**config.mk**
```make
export PLATFORM = sky130hd
export DESIGN_NAME = uart_avmm_host
export DESIGN_NICKNAME = d
export VERILOG_FILES = /design/src/rtl/uart_avmm_host_pkg.sv /design/src/rtl/uart_host_fifo.sv /design/src/rtl/uart_avmm_host.sv
export SDC_FILE = /design/constraint.sdc
export NUM_CORES = 1
export LEC_CHECK = 0
export BUFFER_PORTS_ARGS = -buffer_cell sky130_fd_sc_hd__buf_2
export CORE_ASPECT_RATIO = 1.5
export CORE_MARGIN = 4
export CORE_UTILIZATION = 52
export DETAILED_ROUTE_END_ITERATION = 12
export GPL_TIMING_DRIVEN = 0
export PLACE_DENSITY = 0.73
export SYNTH_ARGS = -nofsm -noshare
export SYNTH_HDL_FRONTEND = slang
export SYNTH_SLANG_ARGS = --single-unit
```
**constraint.sdc**
```tcl
create_clock -name clk_i -period 2.92 [get_ports clk_i]
set_clock_uncertainty 0.15 [all_clocks]
set_input_delay 0 -clock clk_i [delete_from_list [all_inputs] [get_ports clk_i]]
set_output_delay 0 -clock clk_i [all_outputs]
set_load 0.02 [all_outputs]
```
**src/rtl/uart_avmm_host_pkg.sv**
```systemverilog
// Shared definitions for the UART Avalon-MM host: FSM states and uart_core register map.
// Latency: n/a (definitions only).
// Backpressure: n/a.
package uart_avmm_host_pkg;

  typedef enum logic [2:0] {
    IDLE,
    ST_RD,
    ST_WAIT,
    GAP,
    TX_WR,
    RX_RD,
    RX_WAIT,
    HOLD
  } state_t;

  localparam logic [3:0] ADDR_TXDATA = 4'h0;
  localparam logic [3:0] ADDR_STATUS = 4'h1;
  localparam logic [3:0] ADDR_RXDATA = 4'h2;

  localparam int STATUS_TXRDY_BIT = 0;

endpackage

```
**src/rtl/uart_host_fifo.sv**
```systemverilog
// First-word-fall-through synchronous FIFO for received bytes.
// Latency: a pushed byte appears on rdata the cycle after the push.
// Backpressure: push ignored when full, pop ignored when empty; full/empty/count exported.
// Ports: clk_i/srst_i clock and sync reset; push/wdata write side; pop/rdata read side;
//        full, empty, count status.
module uart_host_fifo #(
  parameter int RX_DEPTH = 8,
  parameter int WIDTH    = 8
) (
  input  logic                        clk_i,
  input  logic                        srst_i,
  input  logic                        push,
  input  logic [WIDTH-1:0]            wdata,
  input  logic                        pop,
  output logic [WIDTH-1:0]            rdata,
  output logic                        full,
  output logic                        empty,
  output logic [$clog2(RX_DEPTH):0]   count
);

  localparam int AW = $clog2(RX_DEPTH);

  logic [WIDTH-1:0] mem [RX_DEPTH];
  logic [AW-1:0]    wr_ptr;
  logic [AW-1:0]    rd_ptr;
  logic             do_push;
  logic             do_pop;

  assign do_push = push && !full;
  assign do_pop  = pop && !empty;

  assign full  = (count == (AW+1)'(RX_DEPTH));
  assign empty = (count == '0);
  assign rdata = mem[rd_ptr];

  // Storage needs no reset; only the pointers define what is valid.
  always_ff @(posedge clk_i) begin
    if (do_push) begin
      mem[wr_ptr] <= wdata;
    end
  end

  // Pointers wrap naturally because RX_DEPTH is a power of two.
  always_ff @(posedge clk_i) begin
    if (srst_i) begin
      wr_ptr <= '0;
      rd_ptr <= '0;
      count  <= '0;
    end else begin
      if (do_push) wr_ptr <= wr_ptr + AW'(1);
      if (do_pop)  rd_ptr <= rd_ptr + AW'(1);
      case ({do_push, do_pop})
        2'b10:   count <= count + (AW+1)'(1);
        2'b01:   count <= count - (AW+1)'(1);
        default: count <= count;
      endcase
    end
  end

endmodule

```
**src/rtl/uart_avmm_host.sv**
```systemverilog
// Avalon-MM initiator driving uart_core: polls STATUS and writes TX bytes, drains RXDATA on IRQ.
// Latency: tx byte sampled at N -> STATUS read at N+1 -> TXDATA write at N+3 when TX ready.
// Backpressure: tx_ready_o pulses only on the TXDATA write; RX reads stall while the FIFO is full.
// Ports: clk_i/srst_i clock and sync reset; tx_* outgoing byte stream; rx_* received byte stream;
//        avm_* Avalon-MM initiator (read latency 1, no waitrequest); irq_i uart_core IRQ level.
module uart_avmm_host
  import uart_avmm_host_pkg::*;
#(
  parameter int RX_DEPTH    = 8,
  parameter int POLL_GAP    = 4,
  parameter int IRQ_HOLDOFF = 2
) (
  input  logic       clk_i,
  input  logic       srst_i,
  input  logic [7:0] tx_data_i,
  input  logic       tx_valid_i,
  output logic       tx_ready_o,
  output logic [7:0] rx_data_o,
  output logic       rx_valid_o,
  input  logic       rx_ready_i,
  output logic [3:0] avm_address_o,
  output logic       avm_read_o,
  output logic       avm_write_o,
  output logic [7:0] avm_writedata_o,
  input  logic [7:0] avm_readdata_i,
  input  logic       irq_i
);

  localparam int CW   = 8;
  localparam int CNTW = $clog2(RX_DEPTH) + 1;

  state_t          state;
  state_t          state_nxt;
  logic [CW-1:0]   cnt;
  logic [CW-1:0]   cnt_nxt;
  logic            fifo_push;
  logic            fifo_pop;
  logic            fifo_full;
  logic            fifo_empty;
  logic [CNTW-1:0] rx_count_unused;

  always_ff @(posedge clk_i) begin
    if (srst_i) begin
      state <= IDLE;
      cnt   <= '0;
    end else begin
      state <= state_nxt;
      cnt   <= cnt_nxt;
    end
  end

  always_comb begin
    state_nxt = state;
    cnt_nxt   = cnt;
    unique case (state)
      IDLE: begin
        // IRQ wins over TX; a full FIFO leaves the IRQ pending so TX can still run.
        if (irq_i && !fifo_full) begin
          state_nxt = RX_RD;
        end else if (tx_valid_i) begin
          state_nxt = ST_RD;
        end
      end
      ST_RD: state_nxt = ST_WAIT;
      ST_WAIT: begin
        if (avm_readdata_i[STATUS_TXRDY_BIT]) begin
          // A byte withdrawn during polling is never written.
          state_nxt = tx_valid_i ? TX_WR : IDLE;
        end else if (POLL_GAP == 0) begin
          state_nxt = IDLE;
        end else begin
          state_nxt = GAP;
          cnt_nxt   = CW'(POLL_GAP - 1);
        end
      end
      GAP: begin
        if (cnt == '0) state_nxt = IDLE;
        else           cnt_nxt   = cnt - CW'(1);
      end
      TX_WR: state_nxt = IDLE;
      RX_RD: state_nxt = RX_WAIT;
      RX_WAIT: begin
        if (IRQ_HOLDOFF == 0) begin
          state_nxt = IDLE;
        end else begin
          state_nxt = HOLD;
          cnt_nxt   = CW'(IRQ_HOLDOFF - 1);
        end
      end
      HOLD: begin
        // irq_i is ignored here while uart_core clears it after the RXDATA read.
        if (cnt == '0) state_nxt = IDLE;
        else           cnt_nxt   = cnt - CW'(1);
      end
      default: state_nxt = IDLE;
    endcase
  end

  // Bus outputs are registered from the next state so each strobe lines up with its state.
  always_ff @(posedge clk_i) begin
    if (srst_i) begin
      avm_read_o      <= 1'b0;
      avm_write_o     <= 1'b0;
      avm_address_o   <= '0;
      avm_writedata_o <= '0;
      tx_ready_o      <= 1'b0;
    end else begin
      avm_read_o      <= (state_nxt == ST_RD) || (state_nxt == RX_RD);
      avm_write_o     <= (state_nxt == TX_WR);
      tx_ready_o      <= (state_nxt == TX_WR);
      avm_writedata_o <= (state_nxt == TX_WR) ? tx_data_i : 8'h00;
      if (state_nxt == ST_RD)      avm_address_o <= ADDR_STATUS;
      else if (state_nxt == RX_RD) avm_address_o <= ADDR_RXDATA;
      else                         avm_address_o <= ADDR_TXDATA;
    end
  end

  assign fifo_push  = (state == RX_WAIT);
  assign fifo_pop   = rx_valid_o && rx_ready_i;
  assign rx_valid_o = !fifo_empty;

  uart_host_fifo #(
    .RX_DEPTH (RX_DEPTH),
    .WIDTH    (8)
  ) u_rx_fifo (
    .clk_i  (clk_i),
    .srst_i (srst_i),
    .push   (fifo_push),
    .wdata  (avm_readdata_i),
    .pop    (fifo_pop),
    .rdata  (rx_data_o),
    .full   (fifo_full),
    .empty  (fifo_empty),
    .count  (rx_count_unused)
  );

endmodule

```
==> key figures, run 1 <==
Yosys
  – Cell count after synthesis: 278
  – Yosys warning count: 0
  – Mean post-synth cell area: 14.5 um2
  – Most frequently used cell type in the post-synthesis netlist: edfxtp_1
  – Ranking of synthesized cells by area: edfxtp_1 48%, dfxtp_1 18%, mux4_2 8.9%
  – Distinct cells, synth: 47
  – Async set-reset flop share out of synthesis: 0%
  – Synth top cells by count: 64 x edfxtp_1, 36 x dfxtp_1, 19 x nor2_1, 17 x a21oi_1, 16 x mux4_2
  – Post-synthesis sequential area ratio: 65.5%
  – Post-synth top area cell: edfxtp_1
  – EDFF count, synth: 64
  – Mapped cell area: 4030 um2
  – Synthesized flop and latch total: 100
  – Post-synth top flop: edfxtp_1
  – Synth top area share: 47.6%

Place
  – DP HPWL: 5080 um
  – Placed Instances: 425
  – Placer congestion estimate: 0.834
  – Cell area after placement: 4410 um2
  – Pre-CTS setup slack: -0.262 ns
  – Port bufs: 42

Clock tree
  – Clk_lat worst skew: 0.34 ns
  – Num CTS Buffers: 9
  – Clock Pin Slew Worst Setup and Hold Paths: 0.06 ns
  – CTS Sinks: 100
  – CTS tree: yes
  – H-tree levels: 3
  – Root buf cell: clkbuf_16
  – Clock Tree Buf Depth: 2

Final layout
  – Area growth syn-to-layout: 23.2%
  – Layout Utilization: 65.3%
  – Share of layout cells above drive strength 1: 29.0%
  – Inserted Diodes: 0
  – Final instance area: 4970 um2
  – Layout Nets: 386
  – Final cell count without fillers: 464

STA
  – Max frequency: 356 MHz
  – Hold WS: 0.265 ns
  – RSZ-0062 raised after global routing: no
  – Pins Over Slew Limit: 0
  – Worst Tran Pin Value: 1.26 ns
  – Setup TNS: 0 ns
  – Final Hold Viols: 0
  – Min Tclk post-route: 2.81 ns
  – Worst slew margin: 15.4%
  – Final setup margin: 0.107 ns
  – Final period utilization: 96.3%
  – Final setup violating endpoints: 0

Drt
  – Via count: 2479
  – Avg WL per Cell: 16.5 um
  – Drt first pass iters: 4
  – Via density: 5.34
  – Routed WL: 7660 um
  – Remaining routing DRC violations: 0
  – Met1 wire length: 2970 um
  – Highest routed metal layer: met4
  – DRC marker count from the first detailed-route iteration: 158
  – Routed length on met3: 188 um
  – Met2 Routed Length: 4280 um
  – Post-route ant nets: 0

Worst setup path
  – Slowest stage cell, crit path: or4b_4
  – Cells on worst reg2reg path: 10
  – Crit path kind: register to register
  – Launching element type of the critical path: register
  – Worst Path Max Fanout: 5
  – Levels on crit path: 10
  – CP max stage delay: 0.56 ns
  – Critical path required time: 3.04 ns
  – Crit-path cells: or4b_4 -> and3_1 -> clkbuf_2 -> inv_4 -> ha_4 -> ha_4 -> a21oi_2 -> a21oi_1 -> or4_1 -> a21oi_1
  – Delay-heaviest family, CP: simple AND/OR/NAND/NOR gates
  – Setup crit end kind: register
  – CP Buf/Inv Count: 2
  – Crit path DAT: 2.93 ns

Die
  – Die Height: 116 um
  – Row cnt: 39
  – Die width: 79.9 um
  – Core region area: 7610 um2
  – Starting density of the core: 53.0%
  – Total die area: 9260 um2
  – Top-level port count: 45

Power and ir drop
  – Internal power: 2.40 mW
  – Sequential Power Share: 50.3%
  – NetSw: 0.757 mW
  – Worst vdd ir: 0.000353 V
  – Pwr Density: 636 nW/um2
  – Tot Pwr: 3.16 mW
  – Leakage: 1.80 nW
  – Clock network power share: 33.7%
  – Switching Fraction: 23.9%
  – Combinational Power Share: 15.9%

Global route
  – Global route overflow: 0
  – All-layer global routing usage: 18.2%
  – First-pass GRT wire length: 12500 um
  – Initial antenna violation count: 0
  – Pin count of the biggest net entering global routing: 15
  – Vias in the first global route: 2535

Flow run
  – # Max-Cap Violations: 0

Worst hold path
  – Hold WC Path Type: input pin to register
  – Hold depth: 3

Status
  – Status: complete, no violations
==> cells in the final DEF (no fill, tap or decap), types with 2 or more instances in the layout <==
cell / instances
dlygate4sd3_1: 23
ha_1: 4
and3_1: 2
mux4_2: 16
clkbuf_8: 2
xor2_1: 4
nor3_2: 2
a21oi_1: 16
nand3_1: 4
nor3b_2: 2
buf_4: 7
nand2_1: 8
conb_1: 2
nand2b_1: 5
o31ai_1: 4
dfxtp_1: 36
and2_1: 9
nor2_1: 19
o21a_1: 2
ha_4: 2
clkbuf_2: 2
clkbuf_1: 11
inv_1: 8
edfxtp_1: 64
mux2_2: 8
buf_1: 2
buf_2: 45
or4_1: 6
or3_1: 4
xnor2_1: 2
clkbuf_16: 9
nor3_1: 4
o21ai_0: 4
==> worst min-delay path: cells and delay by family <==
kind,cells,cell delay (ns)
and+or+nand+nor,1,0.10
buffers and inverters,2,0.62
==> timing repair <==
action | 4_1_cts | 5_1_grt
hold buffers | 23 | 0
endpoints found under the hold margin | 84 | 0
endpoints found under the setup margin | 33 | 9
buffers inserted | 0 | 1
pin swaps | 1 | 1
gates resized for setup | 11 | 2
==> final timing paths <==
check | startpoint | to | slack, ns
setup / recovery | u_rx_fifo.count[1] | u_rx_fifo.count[3] | 0.11
hold / removal | tx_data_i[6] | avm_writedata_o[6] | 0.26
hold reg to reg | cnt[1] | cnt[1] | 0.34
setup reg to reg | u_rx_fifo.count[1] | u_rx_fifo.count[3] | 0.11
==> routing by layer <==
| layer | global-route usage (%) | vias to the layer above |
|---|---|---|
| met4 | 10.1 | 0 |
| met2 | 31.8 | 45 |
| met5 | 0 | - |
| met3 | 2.57 | 20 |
| li1 | - | 1205 |
| met1 | 21.3 | 1209 |
==> power by group through the flow <==
stage	logic, mW	clock network, mW	registers (mW)
finish	0.504	1.07	1.59
global route	0.563	1.15	1.60
CTS	0.502	1.09	1.59
detailed placement	0.460	0	1.62
global placement	0.450	0	1.62
floorplan	0.333	0	1.62
==> kinds of logic (layout without fill, tap and decap cells) <==
logic type | Yosys count | after routing | synth area share, %
adder cells (fa/ha/maj) | 7 | 7 | 2.36
AND/OR/NAND/NOR | 75 | 75 | 10.3
multiplexers | 25 | 25 | 11.4
AO/OA/AOI/OAI | 37 | 37 | 6.05
XOR/XNOR | 6 | 6 | 1.30
flip-flops | 100 | 100 | 65.5
other | 1 | 2 | 0.0930
buffers and inverters | 27 | 110 | 2.98
==> flip-flops by register name, summed over array words and instances (netlist names), named ones only <==
signal and count:
cnt 8, u_rx_fifo.rd_ptr 3, avm_write_o 1, avm_writedata_o 8, u_rx_fifo.wr_ptr 3, avm_read_o 1, u_rx_fifo.count 4, u_rx_fifo.mem 64
state 3, avm_address_o 2
==> layout make-up <==
cell class | instances | area (um2)
clock buffers | 15 | 268
well taps | 102 | 128
plain buffers | 18 | 88.8
flip-flops and latches | 100 | 2640
fillers | 551 | 2640
inverters | 9 | 36.3
multi-input cells | 152 | 1340
repair buffers | 68 | 463
No activity file was read; power rests on OpenSTA's default activity.
==> run 2, diff against run 1 <==
ABC_AREA = 1   (was default)
==> run 2 against run 1 <==
  * Sequential share of layout area down 1.1 points
  * Register-to-register slack better by 0.50 ns
  * Design area up 2.0%
  * Combinational power rose to 2.5 times the previous value
  * Final cell count up 32%
  * Global-route usage up 2.2 points
  * Power up 33%
  * Die area up 3.6%
  * Synthesized area up 3.9%
  * Synthesized cell count up 55%
  * Count of clock-buffer cells in the layout down 3
  * Clock power up 15%
  * Largest cell class unchanged
  * Largest power group unchanged
  * Highest routed layer unchanged
==> key figures, run 2 <==
Drt
  – Via count: 3137 (was 2479)
  – Post-route ant nets: 0 (unchanged)
  – DRC marker count from the first detailed-route iteration: 195 (was 158)
  – Remaining routing DRC violations: 0 (unchanged)
  – Via density: 5.12 (was 5.34)
  – Drt first pass iters: 4 (unchanged)
  – Avg WL per Cell: 14.6 um (was 16.5 um)
  – Routed WL: 8950 um (was 7660 um)

Clock tree
  – Clock Pin Slew Worst Setup and Hold Paths: 0.06 ns (about the same)
  – Num CTS Buffers: 9 (unchanged)
  – Clock Tree Buf Depth: 2 (unchanged)
  – CTS Sinks: 100 (unchanged)
  – H-tree levels: 3 (unchanged)
  – Root buf cell: clkbuf_16 (unchanged)
  – Clk_lat worst skew: 0.34 ns (about the same)
  – PostCTS Resize Cnt: 0 (was 11)
  – CTS tree: yes (unchanged)
  – Hold_buf cts: 22 (was 23)
  – Postcts setup bufs: 0 (unchanged)

STA
  – Pins Over Slew Limit: 0 (unchanged)
  – RSZ-0062 raised after global routing: no (unchanged)
  – Max frequency: 432 MHz (was 356 MHz)
  – Final Hold Viols: 0 (unchanged)
  – Final period utilization: 79.2% (was 96.3%)
  – Worst slew margin: 38.6% (was 15.4%)
  – Min Tclk post-route: 2.31 ns (was 2.81 ns)
  – Final setup violating endpoints: 0 (unchanged)
  – Worst Tran Pin Value: 0.917 ns (was 1.26 ns)
  – Hold WS: 0.266 ns (was 0.265 ns)
  – Setup TNS: 0 ns (unchanged)

Power and ir drop
  – Worst vdd ir: 0.000545 V (was 0.000353 V)
  – Leakage: 2.07 nW (was 1.80 nW)
  – Pwr Density: 828 nW/um2 (was 636 nW/um2)

Worst setup path
  – CP max stage delay: 0.38 ns (was 0.56 ns)
  – Crit path DAT: 2.37 ns (was 2.93 ns)
  – Worst Path Max Fanout: 7 (was 5)
  – Slowest stage cell, crit path: dfxtp_1 (was or4b_4)
  – Launching element type of the critical path: register (unchanged)
  – Delay-heaviest family, CP: adder cells (was simple AND/OR/NAND/NOR gates)
  – Setup crit end kind: register (unchanged)
  – Crit-path cells: inv_1 -> nand3_1 -> inv_2 -> nand2_2 -> ha_1 -> ha_1 -> nand2_1 -> nor2_1 -> nor2_1 -> and2_1 -> o21ai_0 -> a21oi_1 (was or4b_4 -> and3_1 -> clkbuf_2 -> inv_4 -> ha_4 -> ha_4 -> a21oi_2 -> a21oi_1 -> or4_1 -> a21oi_1)
  – CP Buf/Inv Count: 2 (unchanged)
  – Crit path kind: register to register (unchanged)
  – Critical path required time: 2.98 ns (was 3.04 ns)

Yosys
  – Synth top cells by count: 86 x nor2_1, 66 x nand2_1, 64 x edfxtp_1, 42 x o21ai_0, 41 x inv_1 (was 64 x edfxtp_1, 36 x dfxtp_1, 19 x nor2_1, 17 x a21oi_1, 16 x mux4_2)
  – Cell count after synthesis: 431 (was 278)
  – Yosys warning count: 0 (unchanged)
  – Distinct cells, synth: 29 (was 47)
  – EDFF count, synth: 64 (unchanged)
  – Mean post-synth cell area: 9.73 um2 (was 14.5 um2)
  – Post-synthesis sequential area ratio: 63.0% (was 65.5%)
  – Async set-reset flop share out of synthesis: 0% (unchanged)
  – Post-synth top area cell: edfxtp_1 (unchanged)
  – Mapped cell area: 4190 um2 (was 4030 um2)
  – Most frequently used cell type in the post-synthesis netlist: nor2_1 (was edfxtp_1)
  – Synthesized flop and latch total: 100 (unchanged)
  – Ranking of synthesized cells by area: edfxtp_1 46%, dfxtp_1 17%, nor2_1 7.7% (was edfxtp_1 48%, dfxtp_1 18%, mux4_2 8.9%)
  – Post-synth top flop: edfxtp_1 (unchanged)
  – Synth top area share: 45.9% (was 47.6%)

Global route
  – Pin count of the biggest net entering global routing: 16 (was 15)
  – Initial antenna violation count: 0 (unchanged)
  – Global route overflow: 0 (unchanged)
  – First-pass GRT wire length: 14800 um (was 12500 um)
  – Vias in the first global route: 3112 (was 2535)
  – All-layer global routing usage: 20.5% (was 18.2%)

Place
  – Port bufs: 41 (was 42)
  – Placer congestion estimate: 0.807 (was 0.834)
  – DP HPWL: 6080 um (was 5080 um)

Final layout
  – Commonest non-fill, non-tap cell in the layout: nor2_1 (was edfxtp_1)
  – Share of layout cells above drive strength 1: 15.5% (was 29.0%)
  – Layout Nets: 534 (was 386)
  – Area growth syn-to-layout: 21.0% (was 23.2%)
  – Top reg by flops: u_rx_fifo.mem (unchanged)
  – Largest registers: u_rx_fifo.mem x64, avm_writedata_o x8, cnt x8 (unchanged)
  – Inserted Diodes: 0 (unchanged)
  – Number of flip-flops under the largest register name: 64 (unchanged)
  – Commonest cells after routing, fill and taps aside: 86 x nor2_1, 66 x nand2_1, 64 x edfxtp_1 (was 64 x edfxtp_1, 45 x buf_2, 36 x dfxtp_1)

Die
  – Starting density of the core: 54.0% (was 53.0%)
  – Die width: 81.3 um (was 79.9 um)
  – Die Height: 118 um (was 116 um)
  – Row cnt: 39 (unchanged)
  – Total die area: 9590 um2 (was 9260 um2)
  – Core region area: 7760 um2 (was 7610 um2)
  – Top-level port count: 45 (unchanged)

Flow run
  – # Max-Cap Violations: 0 (unchanged)

Worst hold path
  – Hold WC Path Type: input pin to register (unchanged)

Status
  – Status: complete, no violations (unchanged)
## run 2: worst register-to-register path, cell delays in order, from the launching register on
cell and delay [ns]:
dfxtp_1 0.38, inv_1 0.10, nand3_1 0.14, inv_2 0.10, nand2_2 0.10, ha_1 0.29, ha_1 0.35, nand2_1 0.07
nor2_1 0.08, nor2_1 0.06, and2_1 0.13, o21ai_0 0.16, a21oi_1 0.09
## run 2: layer usage
metal | up-vias | share of wire, % | GRT usage, %
li1 | 1586 | - | -
met1 | 1453 | 39 | 23.4
met2 | 80 | 54 | 36.6
met3 | 18 | 4.0 | 3.52
met4 | 0 | 2.4 | 7.93
met5 | - | 0 | 0
## run 2: power breakdown
group	total, mW	switching [mW]	internal (mW)
combinational	1.27	0.835	0.440
sequential	1.69	0.0930	1.60
clock	1.23	0.471	0.761
## run 2: per-stage QoR
stage                     area [um2]  worst slack [ns]  total power, mW  std cells  utilization [%]
after floorplan                 4200             0.801             2.60        432                -
after global placement          4530             0.689             2.92        575             58.4
after detailed placement        4530             0.592             2.96        575             58.4
after CTS                       5070             0.586             4.22        613             65.3
after global routing            5070             0.338             4.47        613             65.3
final                           5070             0.607             4.20        613             65.3
## run 2: area by class of cell
| cell class | instances | area, um2 |
|---|---|---|
| Fill cell | 609 | 2690 |
| Sequential cell | 100 | 2640 |
| Multi-Input combinational cell | 275 | 1320 |
| Timing Repair Buffer | 63 | 425 |
| Clock buffer | 12 | 279 |
| Inverter | 44 | 168 |
| Tap cell | 102 | 128 |
| Buffer | 13 | 67.6 |
| Clock inverter | 4 | 42.5 |
## run 2: path summary, 6_finish.rpt
kind	cells past startpoint	startpoint	slack, ns	end
setup / recovery	12	state[0]	0.61	u_rx_fifo.count[3]
hold / removal	4	tx_data_i[3]	0.27	avm_writedata_o[3]
setup reg to reg	12	state[0]	0.61	u_rx_fifo.count[3]
hold reg to reg	2	u_rx_fifo.rd_ptr[2]	0.32	u_rx_fifo.rd_ptr[2]
## run 2: cells by family (layout without fill, tap and decap cells)
family | after synthesis | count (layout) | share of synthesized area, %
AO/OA/AOI/OAI | 77 | 77 | 9.70
XOR/XNOR | 4 | 4 | 0.836
adder cells (fa/ha/maj) | 7 | 7 | 2.27
buffers and inverters | 57 | 136 | 5.61
flip-flops | 100 | 100 | 63.0
other | 1 | 2 | 0.0895
AND/OR/NAND/NOR | 185 | 185 | 18.4
